===== config.mk =====
export PLATFORM = sky130hd
export DESIGN_NAME = heat_mode_sequencer
export DESIGN_NICKNAME = d
export VERILOG_FILES = /design/src/rtl/heat_mode_sequencer.sv
export SDC_FILE = /design/constraint.sdc
export NUM_CORES = 1
export LEC_CHECK = 0
export BUFFER_PORTS_ARGS = -buffer_cell sky130_fd_sc_hd__buf_2
export CAP_MARGIN = 40
export CORE_AREA = 4 4 89 91
export CTS_BUF_LIST = sky130_fd_sc_hd__clkbuf_16
export CTS_CLUSTER_DIAMETER = 150
export DETAILED_ROUTE_END_ITERATION = 8
export DIE_AREA = 0 0 93 95
export PLACE_DENSITY = 0.48
export SLEW_MARGIN = 30
export SYNTH_ARGS = -nofsm -noshare
export SYNTH_HDL_FRONTEND = slang
export SYNTH_SLANG_ARGS = --single-unit

===== constraint.sdc =====
create_clock -name clk -period 8.3 [get_ports clk]
set_clock_uncertainty 0.2 [all_clocks]
set_input_delay 0.83 -clock clk [delete_from_list [all_inputs] [get_ports clk]]
set_output_delay 0.83 -clock clk [all_outputs]
set_load 0.02 [all_outputs]

===== src/rtl/heat_mode_sequencer.sv =====
// Heating mode sequencer: hysteresis-based OFF/ECO/BOOST/LOCKOUT controller
// with a minimum-dwell gate on temperature-driven transitions.
module heat_mode_sequencer #(
  parameter int unsigned TEMP_W      = 8,
  parameter int unsigned HYST        = 2,
  parameter int unsigned BOOST_DELTA = 5,
  parameter int unsigned MIN_DWELL   = 16
) (
  input  logic              clk,
  input  logic              rst_n,
  input  logic              enable,
  input  logic [TEMP_W-1:0] temp_meas,
  input  logic              temp_valid,
  input  logic [TEMP_W-1:0] setpoint,
  output logic [1:0]        mode,
  output logic              mode_select,
  output logic              heat_on,
  output logic [1:0]        state_o
);

  localparam int unsigned DW = $clog2(MIN_DWELL + 1);
  localparam logic [DW-1:0]     DWELL_MAX = DW'(MIN_DWELL);
  localparam logic [TEMP_W:0]   HYST_X    = (TEMP_W + 1)'(HYST);
  localparam logic [TEMP_W:0]   BOOST_X   = (TEMP_W + 1)'(BOOST_DELTA);
  localparam logic [TEMP_W:0]   TEMP_MAX  = {1'b0, {TEMP_W{1'b1}}};

  typedef enum logic [1:0] {
    ST_OFF     = 2'b00,
    ST_ECO     = 2'b01,
    ST_BOOST   = 2'b10,
    ST_LOCKOUT = 2'b11
  } state_t;

  state_t          state, next_state;
  logic [DW-1:0]   dwell;
  logic            dwell_expired;
  logic            qualified;
  logic [TEMP_W:0] temp_x, sp_x, lo_x, hi_raw, hi_x, deficit;
  logic            below_lo, at_hi, boost_need;
  logic [1:0]      mode_d;
  logic            select_d, heat_d;

  // Saturated thresholds and deficit in one-bit-wider arithmetic
  always_comb begin
    temp_x   = {1'b0, temp_meas};
    sp_x     = {1'b0, setpoint};
    lo_x     = (sp_x >= HYST_X) ? (sp_x - HYST_X) : '0;
    hi_raw   = sp_x + HYST_X;
    hi_x     = (hi_raw > TEMP_MAX) ? TEMP_MAX : hi_raw;
    deficit  = (temp_x >= sp_x) ? '0 : (sp_x - temp_x);
    below_lo   = temp_x < lo_x;
    at_hi      = temp_x >= hi_x;
    boost_need = deficit >= BOOST_X;
  end

  assign dwell_expired = (dwell == DWELL_MAX);
  assign qualified     = temp_valid && enable && dwell_expired;

  // Next-state selection; disable overrides dwell, lockout ignores samples
  always_comb begin
    next_state = state;
    case (state)
      ST_OFF: begin
        if (qualified && below_lo)
          next_state = boost_need ? ST_BOOST : ST_ECO;
      end
      ST_ECO: begin
        if (!enable)
          next_state = ST_OFF;
        else if (qualified) begin
          if (at_hi)           next_state = ST_LOCKOUT;
          else if (boost_need) next_state = ST_BOOST;
        end
      end
      ST_BOOST: begin
        if (!enable)
          next_state = ST_OFF;
        else if (qualified) begin
          if (at_hi)            next_state = ST_LOCKOUT;
          else if (!boost_need) next_state = ST_ECO;
        end
      end
      ST_LOCKOUT: begin
        if (dwell_expired)
          next_state = ST_OFF;
      end
      default: next_state = ST_OFF;
    endcase
  end

  // Output decode of the upcoming state so the output flops track the state register
  always_comb begin
    mode_d   = 2'b00;
    select_d = 1'b0;
    heat_d   = 1'b0;
    case (next_state)
      ST_ECO: begin
        mode_d = 2'b01;
        heat_d = 1'b1;
      end
      ST_BOOST: begin
        mode_d   = 2'b10;
        select_d = 1'b1;
        heat_d   = 1'b1;
      end
      default: ;
    endcase
  end

  // State, dwell counter and registered outputs
  always_ff @(posedge clk) begin
    if (!rst_n) begin
      state       <= ST_OFF;
      dwell       <= DWELL_MAX;
      mode        <= 2'b00;
      mode_select <= 1'b0;
      heat_on     <= 1'b0;
    end else begin
      state       <= next_state;
      mode        <= mode_d;
      mode_select <= select_d;
      heat_on     <= heat_d;
      if (next_state != state)
        dwell <= '0;
      else if (!dwell_expired)
        dwell <= dwell + DW'(1);
    end
  end

  assign state_o = state;

endmodule


==> run metrics <==
global route overflow=0; Die Height=95 µm; Main synth FF type=sky130_fd_sc_hd__dfxtp_1; Post-synth EDFFs=0; syn nets=283; CTS sink count=10; Placed Cells incl. Taps=347; number of cell instances on the worst register-to-register path=11; Design Area, Final=0.001979 mm²; gr usage total=0.09824; Post-CTS Repair Setup Buffers=0; routed wire length per instance=11.74 µm; mean area per synthesized cell=7.281 µm²; CP max-delay cell=sky130_fd_sc_hd__a211oi_1; global-route wire length before repair=7238 µm; die outline area=0.008835 mm²; fraction of registers with async set/reset=0; via total after detailed routing=1656; count of cells along the worst hold path=2; CP max FO=11; growth of design area from synthesis to finish=17.19%; site row count=31; number of endpoints failing setup at the final stage=0; Pwr Density=129.5 mW/mm²; required time at the worst-slack endpoint=8270 ps; CTS max path bufs=2; Top-Level Pins=26; clk_lat worst skew=230 ps; total standard cell area after synthesis=0.001689 mm²; count of inserted antenna diode cells=0; port buffer count=25; max-capacitance violation count=0; Placed Area=0.001904 mm²; startpoint class of the critical path=input port; fraction of the yosys area taken by sequential cells=0.1185; post-route minimum period=4807 ps; worst rel slew slack=0.5620; RSZ-0062 raised after global routing=no; initial antenna violation count=0; clock root buffer=sky130_fd_sc_hd__clkbuf_16; Yosys warnings=0; Die X=93 µm; Yosys top cell by area=sky130_fd_sc_hd__ha_1; Clock Pin Slew Worst Setup and Hold Paths=40 ps; status=completed; Synth area leaders=sky130_fd_sc_hd__ha_1 22%, sky130_fd_sc_hd__dfxtp_1 12%, sky130_fd_sc_hd__nand2_1 4.9%; Static Leak=0.0009030 µW; filler-free cell count of the finished design=350; pin count of the biggest net entering global routing=13; Starting Density=0.2367; highest achievable clock rate=208.0 MHz; number of buffers inserted by hold repair at cts=0; Yosys cell types=46; library cell with the highest instance count after synthesis=sky130_fd_sc_hd__ha_1; net count of the finished layout=304; first-pass iteration count of the detailed router=4; post-synthesis instance total=232; number of global-route vias before repair=1565; crit path capture type=register; count of cells resized by post-cts repair=0; DRC viols=0; routed via count divided by cell count=4.731; arrival time at the worst endpoint=4780 ps; Setup Crit Path Kind=input port to register; type of the tightest min-delay check=register to register; share of the synthesized area in the top cell type=0.2222; number of levels the H-tree was split into=1; slew of the pin with the lowest slew margin=647.7 ps; aggregate negative setup slack=0 ps; register bit total from synthesis=10; maximum resistive drop on vdd=0.08006 mV; number of DRC violations after detailed-routing iteration 0=53; layout cells sized above 1=0.1394; crit share post-route=0.5791; top cell types by occurrence after synthesis=30 x sky130_fd_sc_hd__ha_1, 22 x sky130_fd_sc_hd__nand2_1, 21 x sky130_fd_sc_hd__nor2_1; number of buffers created by CTS=3; final weighted congestion of routability-driven global placement=0.8613; CTS tree=built; number of max-slew violations in the final report=0; number of antenna-violating nets in the routed design=0; Core Box Area=0.007137 mm²; cell chain of the critical path=buf_2 -> inv_1 -> ha_1 -> nor2b_1 -> or3_1 -> o21ai_0 -> nand2_1 -> o31ai_1 -> a32oi_1 -> nor2_1 -> nor2_1 -> ha_1 -> a211oi_1 -> nor2_1 -> a211oi_1 -> nand2_1 -> o22a_1 -> a2bb2oi_1 -> ha_1 -> nor2b_1; sum of net half-perimeters after detailed placement=3480 µm; slowest stage delay, CP=440 ps; Final Hold Vio Count=0; sum of routed wire length over all layers=4108 µm
[sequential cells by signal (all words and copies together) (netlist names)]
signal	flops
dwell	5
state_o	2
heat_on	1
mode	2
[path summary, 6_finish.rpt]
path | start | endpoint | slack, ps
max | setpoint[1] | heat_on | 3490
min | dwell[1] | dwell[1] | 380
max reg2reg | dwell[0] | heat_on | 5610
min reg2reg | dwell[1] | dwell[1] | 380
[power breakdown]
group	switching, µW	internal, µW	total [µW]
clock	19.7	62.2	81.9
sequential	5.61	54.9	60.5
combinational	63.8	50.0	114
total	89.2	167	256
[critical path: cells and delay by family]
kind | cells | cell delay [ps]
adder cells (fa/ha/maj) | 3 | 950
AO/OA/AOI/OAI | 7 | 1380
AND/OR/NAND/NOR | 8 | 1290
buffers and inverters | 2 | 310
[cells by family (layout without fill, tap and decap cells)]
| kind of cell | count (synthesis) | in the layout | share of synthesized area |
|---|---|---|---|
| compound gates | 52 | 52 | 0.2126 |
| mux | 3 | 3 | 0.01852 |
| xor+xnor | 12 | 12 | 0.06222 |
| fa+ha+maj | 31 | 31 | 0.2341 |
| simple gates | 97 | 97 | 0.2904 |
| flops | 10 | 10 | 0.1185 |
| buf+inv | 27 | 46 | 0.06370 |
[placed cells by master, fill, tap and decap left out, types with 6 or more instances in the layout]
master and n:
sky130_fd_sc_hd__and2_1 6, sky130_fd_sc_hd__inv_1 18, sky130_fd_sc_hd__nand2_1 22, sky130_fd_sc_hd__xor2_1 7, sky130_fd_sc_hd__nor2b_1 9, sky130_fd_sc_hd__ha_1 30
sky130_fd_sc_hd__dfxtp_1 10, sky130_fd_sc_hd__nand3_1 12, sky130_fd_sc_hd__nor2_1 21, sky130_fd_sc_hd__a21oi_1 10, sky130_fd_sc_hd__o21ai_0 15, sky130_fd_sc_hd__buf_2 25
[metrics by stage]
stage               setup slack, ps  utilization  hold WS, ps  total power, µW
finish                         3493       0.2773        377.1            256.2
global route                   2960       0.2773        436.6            279.1
CTS                            3497       0.2773        390.4            258.7
detailed placement             3283       0.2668        385.0            175.0
global placement               3384       0.2660        372.1            174.7
floorplan                      3985            -        332.7            146.6
[area by class of cell]
class                      instances  area [µm²]
tap                               99       123.9
clock buffer                       3       75.07
fill                             792        5157
inverter                          18       67.56
timing repair buffer              25       125.1
sequential                        10       200.2
multi-input combinational        195        1388
[per-layer routing]
layer  track usage  part of all wire  vias up
met5             0                 0        -
met4       0.01587            0.0071        0
met3       0.01434             0.045        2
met2        0.1596              0.43       44
met1        0.1397              0.51      736
li1              -                 -      874
Power figures use the tool's default switching activity.
